**config.mk**
```make
export PLATFORM = sky130hd
export DESIGN_NAME = alu_sequencer
export DESIGN_NICKNAME = d
export VERILOG_FILES = /design/src/rtl/alu_pkg.sv /design/src/rtl/Adder.sv /design/src/rtl/alu_sequencer.sv
export SDC_FILE = /design/constraint.sdc
export NUM_CORES = 1
export LEC_CHECK = 0
export BUFFER_PORTS_ARGS = -buffer_cell sky130_fd_sc_hd__buf_2
export CORE_MARGIN = 4
export CORE_UTILIZATION = 58
export DETAILED_ROUTE_END_ITERATION = 8
export PLACE_DENSITY = 0.8
export SLEW_MARGIN = 10
export SYNTH_ARGS = -nofsm -noshare
export SYNTH_HDL_FRONTEND = slang
export SYNTH_SLANG_ARGS = --single-unit
```
**constraint.sdc**
```tcl
create_clock -name clk -period 4.9 [get_ports clk]
set_input_delay 0.245 -clock clk [delete_from_list [all_inputs] [get_ports clk]]
set_output_delay 0.245 -clock clk [all_outputs]
set_load 0.02 [all_outputs]
```
**src/rtl/alu_pkg.sv**
```systemverilog
// Shared definitions for the ALU sequencer: operation codes, FSM state
// encodings and the multiply pass count.
package alu_pkg;

    typedef enum logic [1:0] {
        OP_ADD16 = 2'b00,
        OP_SUB16 = 2'b01,
        OP_MUL8  = 2'b10,
        OP_CMP16 = 2'b11
    } op_e;

    typedef enum logic [2:0] {
        IDLE = 3'd0,
        LO   = 3'd1,
        HI   = 3'd2,
        MUL  = 3'd3,
        DONE = 3'd4
    } state_e;

    localparam int unsigned MUL_STEPS = 8;

endpackage

```
**src/rtl/Adder.sv**
```systemverilog
// 8-bit adder datapath with optional operand inversion.
// Ports:
//   x, y       in  8 : operand lanes
//   x_inv      in  1 : invert x before adding
//   y_inv      in  1 : invert y before adding
//   cin        in  1 : carry in
//   sum        out 8 : sum
//   cout       out 1 : carry out of bit 7
//   acout      out 1 : auxiliary (half) carry out of bit 3
module Adder (
    input  logic [7:0] x,
    input  logic [7:0] y,
    input  logic       x_inv,
    input  logic       y_inv,
    input  logic       cin,
    output logic [7:0] sum,
    output logic       cout,
    output logic       acout
);

    logic [7:0] x_eff;
    logic [7:0] y_eff;
    logic [4:0] lo_nib;
    logic [4:0] hi_nib;

    assign x_eff  = x ^ {8{x_inv}};
    assign y_eff  = y ^ {8{y_inv}};

    // Split into nibbles so the carry out of bit 3 is visible.
    assign lo_nib = {1'b0, x_eff[3:0]} + {1'b0, y_eff[3:0]} + {4'd0, cin};
    assign hi_nib = {1'b0, x_eff[7:4]} + {1'b0, y_eff[7:4]} + {4'd0, lo_nib[4]};

    assign sum    = {hi_nib[3:0], lo_nib[3:0]};
    assign cout   = hi_nib[4];
    assign acout  = lo_nib[4];

endmodule

```
**src/rtl/alu_sequencer.sv**
```systemverilog
// Multi-cycle controller time-sharing one 8-bit Adder for 16-bit add,
// subtract, compare and an 8x8 unsigned shift-and-add multiply.
// Ports:
//   clk    in  1  : clock, rising edge
//   rst    in  1  : asynchronous active-high reset
//   start  in  1  : request, sampled only while ready
//   op     in  2  : 00 ADD16, 01 SUB16, 10 MUL8, 11 CMP16
//   a, b   in  16 : operands (MUL8 uses the low bytes)
//   ready  out 1  : high in IDLE only
//   done   out 1  : one-cycle pulse when result/flags update
//   result out 16 : last completed result
//   carry  out 1  : carry flag (1 = no borrow for subtract/compare)
//   half   out 1  : half-carry flag
//   zero   out 1  : zero flag
module alu_sequencer
    import alu_pkg::*;
(
    input  logic        clk,
    input  logic        rst,
    input  logic        start,
    input  logic [1:0]  op,
    input  logic [15:0] a,
    input  logic [15:0] b,
    output logic        ready,
    output logic        done,
    output logic [15:0] result,
    output logic        carry,
    output logic        half,
    output logic        zero
);

    localparam logic [2:0] MUL_LAST = 3'(MUL_STEPS - 1);

    state_e      state_q, state_d;
    op_e         op_q, op_d;
    logic [15:0] a_q, a_d;
    logic [15:0] b_q, b_d;
    logic [7:0]  lo_q, lo_d;
    logic        cint_q, cint_d;
    logic        hint_q, hint_d;
    logic [7:0]  acc_q, acc_d;
    logic [7:0]  mpl_q, mpl_d;
    logic [2:0]  cnt_q, cnt_d;
    logic [15:0] result_q, result_d;
    logic        carry_q, carry_d;
    logic        half_q, half_d;
    logic        zero_q, zero_d;
    logic        done_q, done_d;

    logic [7:0]  add_x;
    logic [7:0]  add_y;
    logic        add_y_inv;
    logic        add_cin;
    logic [7:0]  add_sum;
    logic        add_cout;
    logic        add_acout;

    logic        sub_mode;
    logic [15:0] hi_result;
    logic [8:0]  mul_wide;
    logic [7:0]  acc_next;
    logic [7:0]  mpl_next;

    Adder u_adder (
        .x     (add_x),
        .y     (add_y),
        .x_inv (1'b0),
        .y_inv (add_y_inv),
        .cin   (add_cin),
        .sum   (add_sum),
        .cout  (add_cout),
        .acout (add_acout)
    );

    // Subtract and compare both use two's complement: invert Y, carry in 1.
    assign sub_mode  = (op_q != OP_ADD16);
    assign hi_result = {add_sum, lo_q};

    // Multiplier LSB selects sum or plain accumulator, then
    // {carry, acc, multiplier} shifts right one bit.
    assign mul_wide  = mpl_q[0] ? {add_cout, add_sum} : {1'b0, acc_q};
    assign acc_next  = mul_wide[8:1];
    assign mpl_next  = {mul_wide[0], mpl_q[7:1]};

    // Adder lane muxes
    always_comb begin
        add_x     = 8'd0;
        add_y     = 8'd0;
        add_y_inv = 1'b0;
        add_cin   = 1'b0;
        unique case (state_q)
            LO: begin
                add_x     = a_q[7:0];
                add_y     = b_q[7:0];
                add_y_inv = sub_mode;
                add_cin   = sub_mode;
            end
            HI: begin
                add_x     = a_q[15:8];
                add_y     = b_q[15:8];
                add_y_inv = sub_mode;
                add_cin   = cint_q;
            end
            MUL: begin
                add_x     = acc_q;
                add_y     = b_q[7:0];
            end
            default: ;
        endcase
    end

    // Next-state and register updates
    always_comb begin
        state_d  = state_q;
        op_d     = op_q;
        a_d      = a_q;
        b_d      = b_q;
        lo_d     = lo_q;
        cint_d   = cint_q;
        hint_d   = hint_q;
        acc_d    = acc_q;
        mpl_d    = mpl_q;
        cnt_d    = cnt_q;
        result_d = result_q;
        carry_d  = carry_q;
        half_d   = half_q;
        zero_d   = zero_q;
        done_d   = 1'b0;
        unique case (state_q)
            IDLE: begin
                if (start) begin
                    op_d    = op_e'(op);
                    a_d     = a;
                    b_d     = b;
                    cint_d  = 1'b0;
                    acc_d   = 8'd0;
                    mpl_d   = a[7:0];
                    cnt_d   = 3'd0;
                    state_d = (op_e'(op) == OP_MUL8) ? MUL : LO;
                end
            end
            LO: begin
                lo_d    = add_sum;
                cint_d  = add_cout;
                hint_d  = add_acout;
                state_d = HI;
            end
            HI: begin
                // Compare updates the flags but leaves the result alone.
                if (op_q != OP_CMP16) begin
                    result_d = hi_result;
                end
                carry_d = add_cout;
                half_d  = hint_q;
                zero_d  = (hi_result == 16'd0);
                done_d  = 1'b1;
                state_d = DONE;
            end
            MUL: begin
                acc_d = acc_next;
                mpl_d = mpl_next;
                cnt_d = cnt_q + 3'd1;
                if (cnt_q == MUL_LAST) begin
                    result_d = {acc_next, mpl_next};
                    carry_d  = 1'b0;
                    half_d   = 1'b0;
                    zero_d   = ({acc_next, mpl_next} == 16'd0);
                    done_d   = 1'b1;
                    state_d  = DONE;
                end
            end
            DONE: begin
                state_d = IDLE;
            end
            default: begin
                state_d = IDLE;
            end
        endcase
    end

    always_ff @(posedge clk or posedge rst) begin
        if (rst) begin
            state_q  <= IDLE;
            op_q     <= OP_ADD16;
            a_q      <= 16'd0;
            b_q      <= 16'd0;
            lo_q     <= 8'd0;
            cint_q   <= 1'b0;
            hint_q   <= 1'b0;
            acc_q    <= 8'd0;
            mpl_q    <= 8'd0;
            cnt_q    <= 3'd0;
            result_q <= 16'd0;
            carry_q  <= 1'b0;
            half_q   <= 1'b0;
            zero_q   <= 1'b0;
            done_q   <= 1'b0;
        end else begin
            state_q  <= state_d;
            op_q     <= op_d;
            a_q      <= a_d;
            b_q      <= b_d;
            lo_q     <= lo_d;
            cint_q   <= cint_d;
            hint_q   <= hint_d;
            acc_q    <= acc_d;
            mpl_q    <= mpl_d;
            cnt_q    <= cnt_d;
            result_q <= result_d;
            carry_q  <= carry_d;
            half_q   <= half_d;
            zero_q   <= zero_d;
            done_q   <= done_d;
        end
    end

    assign ready  = (state_q == IDLE);
    assign done   = done_q;
    assign result = result_q;
    assign carry  = carry_q;
    assign half   = half_q;
    assign zero   = zero_q;

endmodule

```
==> results.cfg, run 1 <==
[sta]
rsz0062_at_grt = false
slew_headroom_pct = 32.0
skew_ps = 14.0
hold_violations = 0
max_freq_mhz = 224
worst_slack_ps = 432
period_share_pct = 91.2
period_minus_slack_ps = 4470
finalSetupViolCount = 0
worst_pin_slew_ps = 1020
finalMaxSlewViolations = 0
tns_ps = 0

[routing]
via_count = 3505
drt_iter0_drc = 236
drtAntennaViolNets = 0
routedWlPerCell_microns = 16.2
drc = 0
dr.pass1.iters = 5
drt_wl_total_microns = 10200
vias_per_cell = 5.56

[yosys]
synth_edf_count = 0
synth_area_sq_mm = 0.00437
syn_area_per_cell_sq_um = 9.16
yosys_register_bits = 86
yosys.area.top_type = dfrtp_1
postSynthCellCount = 477
yosys_warnings = 0
synth_cell_types = 44
yosysTopAreaCellShare_pct = 49.2
yosysMostFrequentCell = nand2_1
synthArstFlopShare_pct = 100
synth_ff_type = dfrtp_1
ys_seq_area_share_pct = 49.2
synth.top_cells.by_area = dfrtp_1 (49%), nand2_1 (12%), mux2_2 (4.1%)
synth_top_cells_by_count = nand2_1 (145), dfrtp_1 (86), nor2_1 (44), a21oi_1 (25), o21ai_0 (22)
syn_nets = 526

[cts]
clk_pin_slew_worst_paths_ps = 90
cts_buffer_depth = 2
cts-htree-levels = 3
cts_resized = 0
root_buffer = clkbuf_8
insertion_delay_ps = 370
cts_made_buffers = 9
tritoncts = yes
clock_sinks = 86

[floorplan]
initial_core_util_pct = 59.9
die_height_microns = 94.8
ios = 58
dieArea_sq_mm = 0.00899
row_count = 31
die_w_microns = 94.8
core-area_sq_mm = 0.00729

[grt]
grt_pass1_vias = 3405
grt_pass1_wl_microns = 16800
grt_max_degree = 49
antenna_found_initial = 0
track_usage_pct = 24.7
grt_overflow_total = 0

[finish]
syn2layout_area_growth_pct = 12.5
final_layout_size_suffix_gt1_share_pct = 20.5
layout.area.seq_sq_mm = 0.00215
n_fill_cell = 621
multi_input_area_sq_mm = 0.00204
final_net_count = 575
diodes = 0
instances_no_fill = 630

[placement]
dp_cells = 613
hpwl_microns = 7400
post-place-ws_ps = 512
numPortBuffers = 57
gp_congestion = 0.916

[worst_hold_path]
hold_depth = 3
hold_start = b[0]
min_to = b_q[0]$_DFFE_PP0P_
min_path_type = in -> reg

[power]
p_leak_nw = 2.59
power.density_mw_per_mm2 = 773
ir_drop_v = 0.000302

[setup_path]
crit_path_start_kind = flip-flop
crit_path_end_kind = flip-flop
critPathRequiredTime_ps = 5200
crit_path_max_fanout = 10
r2r_setup_slack_ps = 430
r2r_cells = 16
r2r-start = state_q[1]$_DFFE_PP0P_
worstReg2RegEnd = zero$_DFFE_PP0P_
arrival_ps = 4770
worstSetupPathType = reg -> reg

[run_status]
status = finished, final reports clean

[job]
maxCapViolCount = 0
[logic make-up after synthesis]
kind of cell,count (synthesis),synth area share [%]
and+or+nand+nor,217,21.0
buffers and inverters,37,4.29
adders and majority gates,12,4.12
AOI/OAI and AO/OA,88,12.7
DFF,86,49.2
xor gates and xnor gates,13,2.61
muxes,24,5.95
[where the power goes]
| group | switching [W] | internal (W) | leakage, nW |
|---|---|---|---|
| Sequential | 0.000265 | 0.00103 | 1.09 |
| Combinational | 0.00121 | 0.000761 | 1.40 |
| Clock | 0.000287 | 0.000248 | 0.105 |
[per-layer routing]
metal	vias to the layer above	track usage, %	wire (microns)
met1	1638	35.5	4760
li1	1691	-	-
met5	-	0	0
met2	152	35.9	4470
met4	0	10.7	262
met3	24	5.66	693
[per-stage QoR]
stage | utilization, % | cell area [sq um] | hold slack, ps | power, W
after floorplan | - | 4370 | 350 | 0.00273
after global placement | 64.4 | 4700 | 350 | 0.00320
after detailed placement | 64.4 | 4700 | 358 | 0.00325
after CTS | 67.4 | 4920 | 64.1 | 0.00379
after global routing | 67.4 | 4920 | 63.8 | 0.00410
final | 67.4 | 4920 | 69.7 | 0.00380
[sequential cells by signal, indices dropped and copies added (netlist names), 2 cells and up]
signal,flops
state_q,3
acc_q,8
mpl_q,8
b_q,16
cnt_q,3
a_q,16
lo_q,8
result,16
op_q,2
[final cells by class]
type                    count  share of cell area, %
clock buffers               9                   2.52
flip-flops and latches     86                   43.8
well taps                  99                   2.52
multi-input cells         354                   41.4
clock inverters             7                   1.76
inverters                   8                  0.636
repair buffers             67                   7.38
[how the worst max path moves through the flow]
stage                            from          endpoint  cells after the start
3_5_place_dp   state_q[1]$_DFFE_PP0P_  zero$_DFFE_PP0P_                     16
6_report       state_q[1]$_DFFE_PP0P_  zero$_DFFE_PP0P_                     16
2_1_floorplan  state_q[1]$_DFFE_PP0P_  zero$_DFFE_PP0P_                     17
5_1_grt        state_q[1]$_DFFE_PP0P_  zero$_DFFE_PP0P_                     18
3_3_place_gp   state_q[1]$_DFFE_PP0P_  zero$_DFFE_PP0P_                     16
4_1_cts        state_q[1]$_DFFE_PP0P_  zero$_DFFE_PP0P_                     16
[worst max-delay path, stage by stage, from the launching register on]
cell     delay, ps
dfrtp_1        550
nor2b_1        210
o22ai_1        120
nor2_4         270
xor2_1         150
fa_1           460
fa_1           430
a21o_1         170
a21o_1         210
fa_1           400
inv_1           80
fa_1           220
or2b_2         330
nor4_2         200
nand4_1        150
o41ai_2        300
a41o_1         150
[repair_timing]
| action | CTS | global route |
|---|---|---|
| hold buffers | 1 | 0 |
| buffers inserted | 0 | 0 |
| hold endpoints to repair | 38 | 0 |
[layout by cell type (no fill, tap or decap), types with 7 or more instances in the layout]
master / synthesis / routed
dfrtp_1: 86 / 86
clkbuf_8: 4 / 9
nand2_1: 145 / 145
buf_2: 7 / 57
buf_4: 0 / 9
inv_1: 8 / 7
a31oi_1: 7 / 7
ha_1: 8 / 8
o21ai_0: 22 / 22
a21o_1: 12 / 12
xor2_1: 8 / 8
a22oi_1: 7 / 7
a21oi_1: 25 / 25
nor2_1: 44 / 44
mux2i_1: 8 / 8
mux2_2: 16 / 16
(Power assumes the default switching activity.)
==> run 2: changes to the inputs <==
--- a/config.mk
+++ b/config.mk
@@ -7,9 +7,8 @@
 export LEC_CHECK = 0
 export BUFFER_PORTS_ARGS = -buffer_cell sky130_fd_sc_hd__buf_2
 export CORE_MARGIN = 4
-export CORE_UTILIZATION = 58
+export CORE_UTILIZATION = 33
 export DETAILED_ROUTE_END_ITERATION = 8
-export PLACE_DENSITY = 0.8
 export SLEW_MARGIN = 10
 export SYNTH_ARGS = -nofsm -noshare
 export SYNTH_HDL_FRONTEND = slang
==> run 2 against run 1 <==
The run now ends with hold timing left. Register-to-register slack about the same. First-iteration DRC count shrank 12%. Sequential share of layout area fell by 1.6 points. Via count fell by 3.1%. Maximum frequency decreased by 0.25%. Clock skew decreased by 5.8 ps. Cell count grew 11%. Die area up 69%. Combinational power hardly changed. Final area rose by 3.7%. Critical path type unchanged.
==> results.cfg, run 2 (synthesis gave the netlist of run 1 again) <==
[sta]
finalMaxSlewViolations = 0
period_share_pct = 91.4
rsz0062_at_grt = false
period_minus_slack_ps = 4480
max_freq_mhz = 223
tns_ps = 0
hold_slack_ps = -12.3
worst_pin_slew_ps = 1100
slew_headroom_pct = 26.8
hold_violations = 39
finalSetupViolCount = 0
skew_ps = 8.19

[routing]
vias_per_cell = 4.84
drt_wl_total_microns = 10800
drtAntennaViolNets = 0
drt_iter0_drc = 207
drc = 0
dr.pass1.iters = 5
via_count = 3398
routedWlPerCell_microns = 15.5

[setup_path]
critPathRequiredTime_ps = 5180
crit_path_max_fanout = 10
crit_path_end_kind = flip-flop
crit_chain = nor2b_1 > o22ai_1 > nor2_4 > xor2_1 > fa_1 > fa_1 > a21o_1 > a21o_1 > fa_1 > inv_1 > fa_1 > or2b_2 > nor4_2 > nand4_1 > o41ai_2 > a41o_1
r2r_cells = 16
cp_common_cell = fa_1
path_buf_inv = 1
arrival_ps = 4760
slowest_stage = dfrtp_1
crit_path_start_kind = flip-flop
cp_top_family = adder cells
path_depth = 16
worstSetupPathType = reg -> reg
cpPeakStageDelay_ps = 560

[cts]
clk_pin_slew_worst_paths_ps = 60
insertion_delay_ps = 340
holdBufCountCts = 0
cts_resized = 0
cts_made_buffers = 9
tritoncts = yes
root_buffer = clkbuf_16
cts_buffer_depth = 2
clock_sinks = 86
cts_setup_buffers = 0
cts-htree-levels = 3

[floorplan]
initial_core_util_pct = 34.2
dieArea_sq_mm = 0.0151
row_count = 41
ios = 58
core-area_sq_mm = 0.0128
die_height_microns = 123
die_w_microns = 123

[grt]
grt_pass1_wl_microns = 17900
grt_max_degree = 48
grt_pass1_vias = 3428
grt_overflow_total = 0
track_usage_pct = 15.3
antenna_found_initial = 0

[finish]
final_cell_mix = nand2_1 (145), dfrtp_1 (86), buf_2 (57)
final_common_cell = nand2_1
final_cell_area_sq_mm = 0.00510
final_layout_size_suffix_gt1_share_pct = 20.4
final_net_count = 574
syn2layout_area_growth_pct = 16.7
diodes = 0

[power]
ir_drop_v = 0.000280
power.density_mw_per_mm2 = 781
p_leak_nw = 2.63

[placement]
hpwl_microns = 8100
numPortBuffers = 57
gp_congestion = 0.903
post_dp_cell_area_sq_mm = 0.00479

[run_status]
status = finished with violations
failed_checks = hold timing

[job]
maxCapViolCount = 0

[worst_hold_path]
min_path_type = in -> async
==> run 2: cell count changes in the layout (fill, tap and decap cells not counted) <==
cell and delta:
clkbuf_16 +9, clkbuf_8 -7, inv_6 -2, inv_8 -2, clkbuf_1 +1, clkinvlp_4 +1
dlygate4sd3_1 -1
==> run 2: worst reg2reg max path, cell delays in order, from the launching register on <==
cell	delay [ps]
dfrtp_1	560
nor2b_1	230
o22ai_1	130
nor2_4	270
xor2_1	140
fa_1	460
fa_1	430
a21o_1	180
a21o_1	210
fa_1	400
inv_1	90
fa_1	240
or2b_2	330
nor4_2	160
nand4_1	140
o41ai_2	320
a41o_1	130
==> run 2: layout make-up <==
| type | instances | area, sq um |
|---|---|---|
| inverters | 8 | 31.3 |
| well taps | 172 | 215 |
| multi-input cells | 354 | 2040 |
| clock buffers | 12 | 256 |
| flip-flops and latches | 86 | 2150 |
| fillers | 1316 | 7670 |
| repair buffers | 66 | 353 |
| clock inverters | 4 | 53.8 |
==> run 2: power by group <==
group | switching, W | internal [W]
combinational | 0.00122 | 0.000762
sequential | 0.000265 | 0.00103
clock | 0.000280 | 0.000425
==> run 2: per-layer routing <==
metal | up-vias | GRT usage [%] | routed length [microns]
met5 | - | 0 | 0
li1 | 1689 | - | -
met1 | 1617 | 21.4 | 5260
met3 | 10 | 3.61 | 516
met4 | 0 | 4.08 | 127
met2 | 82 | 23.8 | 4940
==> run 2: final timing paths <==
check / startpoint / end / slack, ps
max reg2reg: state_q[1]$_DFFE_PP0P_ / zero$_DFFE_PP0P_ / 420
min in group clk: b[13] / b_q[13]$_DFFE_PP0P_ / 90
max in group asynchronous: rst / lo_q[7]$_DFFE_PP0N_ / 3880
max: state_q[1]$_DFFE_PP0P_ / zero$_DFFE_PP0P_ / 420
min: rst / b_q[9]$_DFFE_PP0P_ / -10
min reg2reg: result[0]$_DFFE_PP0P_ / result[0]$_DFFE_PP0P_ / 470
==> run 2: through the flow <==
| stage | util [%] | instances | worst slack (ps) | power (W) |
|---|---|---|---|---|
| 6_report | 39.9 | 702 | 420 | 0.00398 |
| 2_1_floorplan | - | 477 | 698 | 0.00273 |
| 5_1_grt | 39.9 | 702 | 73.8 | 0.00433 |
| 3_5_place_dp | 37.5 | 686 | 453 | 0.00329 |
| 4_1_cts | 39.9 | 702 | 439 | 0.00401 |
| 3_3_place_gp | 37.5 | 686 | 677 | 0.00326 |
==> run 3: changes to the inputs <==
--- a/config.mk
+++ b/config.mk
@@ -8,6 +8,7 @@
 export BUFFER_PORTS_ARGS = -buffer_cell sky130_fd_sc_hd__buf_2
 export CORE_MARGIN = 4
 export CORE_UTILIZATION = 33
+export CTS_BUF_LIST = sky130_fd_sc_hd__clkbuf_8
 export DETAILED_ROUTE_END_ITERATION = 8
 export SLEW_MARGIN = 10
 export SYNTH_ARGS = -nofsm -noshare
==> run 3 against run 2 <==
The run now ends clean. Routed wire length is 0.89% lower. Clock-buffer cell count decreased by 1. Via count is 0.68% lower. Sequential share of layout area increased by 0.77 points. Setup slack better by 3.0 ps. Largest cell class unchanged.
==> results.cfg, run 3 (synthesis gave the netlist of run 1 again) <==
[finish]
final_cell_area_sq_mm = 0.00501
n_fill_cell = 1327
diodes = 0
final_net_count = 575
multi_input_area_sq_mm = 0.00204
final_cell_mix = nand2_1 (145), dfrtp_1 (86), buf_2 (57)
layout.area.seq_sq_mm = 0.00215
instances_no_fill = 703
final_layout_size_suffix_gt1_share_pct = 20.3
final_util_pct = 39.2
syn2layout_area_growth_pct = 14.6
final_common_cell = nand2_1

[grt]
grt_overflow_total = 0
grt_pass1_vias = 3408
antenna_found_initial = 0
track_usage_pct = 15.2
grt_pass1_wl_microns = 17800
grt_max_degree = 48

[setup_path]
crit_chain = nor2b_1 > o22ai_1 > nor2_4 > xor2_1 > fa_1 > fa_1 > a21o_1 > a21o_1 > fa_1 > inv_1 > fa_1 > or2b_2 > nor4_2 > nand4_1 > o41ai_2 > a41o_1
cp_top_family = adder cells
cpPeakStageDelay_ps = 560
crit_path_max_fanout = 10
path_buf_inv = 1
cp_common_cell = fa_1
critPathRequiredTime_ps = 5200
worstSetupPathType = reg -> reg
crit_path_end_kind = flip-flop
crit_path_start_kind = flip-flop
slowest_stage = dfrtp_1
arrival_ps = 4780

[floorplan]
row_count = 41
die_w_microns = 123
initial_core_util_pct = 34.2
core-area_sq_mm = 0.0128
ios = 58
die_height_microns = 123
dieArea_sq_mm = 0.0151

[routing]
routedWlPerCell_microns = 15.3
drc = 0
vias_per_cell = 4.80
drtAntennaViolNets = 0
via_count = 3375
drt_wl_total_microns = 10800
drt_iter0_drc = 203
dr.pass1.iters = 5

[sta]
hold_slack_ps = 69.6
max_freq_mhz = 223
period_minus_slack_ps = 4480
period_share_pct = 91.4
finalMaxSlewViolations = 0
skew_ps = 10.4
hold_violations = 0
rsz0062_at_grt = false
worst_pin_slew_ps = 1060
tns_ps = 0
slew_headroom_pct = 29.2
finalSetupViolCount = 0

[power]
p_int_w = 0.00206
comb_power_share_pct = 52.2
switching_share_pct = 45.8
p_leak_nw = 2.59
power.density_mw_per_mm2 = 757
ir_drop_v = 0.000259
switchingPower_w = 0.00174
pwr-share-seq_pct = 34.1
p_clk_share_pct = 13.7

[cts]
cts-htree-levels = 3
root_buffer = clkbuf_8
cts_made_buffers = 9
insertion_delay_ps = 360
tritoncts = yes
clk_pin_slew_worst_paths_ps = 90
cts_buffer_depth = 2
clock_sinks = 86

[placement]
dp_cells = 686
hpwl_microns = 8100
gp_congestion = 0.903
post_dp_cell_area_sq_mm = 0.00479
numPortBuffers = 57

[job]
maxCapViolCount = 0

[worst_hold_path]
min_path_type = in -> reg

[run_status]
status = finished, final reports clean
## run 3: cell count changes in the layout (fill, tap and decap cells not counted), sizes merged
cell / previous run / this run
inv: 8 / 9
dlygate4sd3: 0 / 1
clkbuf: 12 / 11
## run 3: worst paths after layout
path	from	endpoint	slack [ps]	cells after the start
max	state_q[1]$_DFFE_PP0P_	zero$_DFFE_PP0P_	420	16
min	b[13]	b_q[13]$_DFFE_PP0P_	70	3
max in group asynchronous	rst	zero$_DFFE_PP0P_	3380	4
max reg2reg	state_q[1]$_DFFE_PP0P_	zero$_DFFE_PP0P_	420	16
min reg2reg	result[0]$_DFFE_PP0P_	result[0]$_DFFE_PP0P_	480	1
min in group asynchronous	rst	b_q[7]$_DFFE_PP0P_	500	3
## run 3: layer usage
layer	wire [microns]	vias to the layer above	part of all wire, %	GRT usage, %
met1	5040	1583	47	21.4
met2	4910	93	46	23.8
met4	116	0	1.1	3.67
met3	683	10	6.4	3.48
met5	0	-	0	0
li1	-	1689	-	-
## run 3: per-stage QoR
step | worst slack, ps | power (W)
floorplan | 698 | 0.00273
global placement | 677 | 0.00326
detailed placement | 453 | 0.00329
CTS | 445 | 0.00382
global route | 67.9 | 0.00414
finish | 423 | 0.00379
## run 3: cell type report
type / count / share of cell area [%]
Multi-Input combinational cell: 354 / 40.7
Tap cell: 172 / 4.30
Clock inverter: 5 / 1.15
Sequential cell: 86 / 43.0
Clock buffer: 11 / 3.02
Inverter: 8 / 0.625
Timing Repair Buffer: 67 / 7.25
## run 3: worst min-delay path, cell delays in order
cell and delay [ps]:
buf_2 70, nand2_1 40, nand2_1 40
## run 3: repair_timing
| item | in CTS | in global routing |
|---|---|---|
| resized for setup | 0 | 0 |
| hold endpoints to repair | 39 | 0 |
| buffers inserted | 0 | 0 |
| hold buffers | 1 | 0 |
## run 3: power by group through the flow
| stage | clock network, W | registers [W] | logic [W] |
|---|---|---|---|
| floorplan | 0 | 0.00127 | 0.00146 |
| finish | 0.000519 | 0.00129 | 0.00198 |
| global placement | 0 | 0.00131 | 0.00195 |
| global route | 0.000566 | 0.00134 | 0.00223 |
| CTS | 0.000534 | 0.00130 | 0.00199 |
| detailed placement | 0 | 0.00132 | 0.00197 |
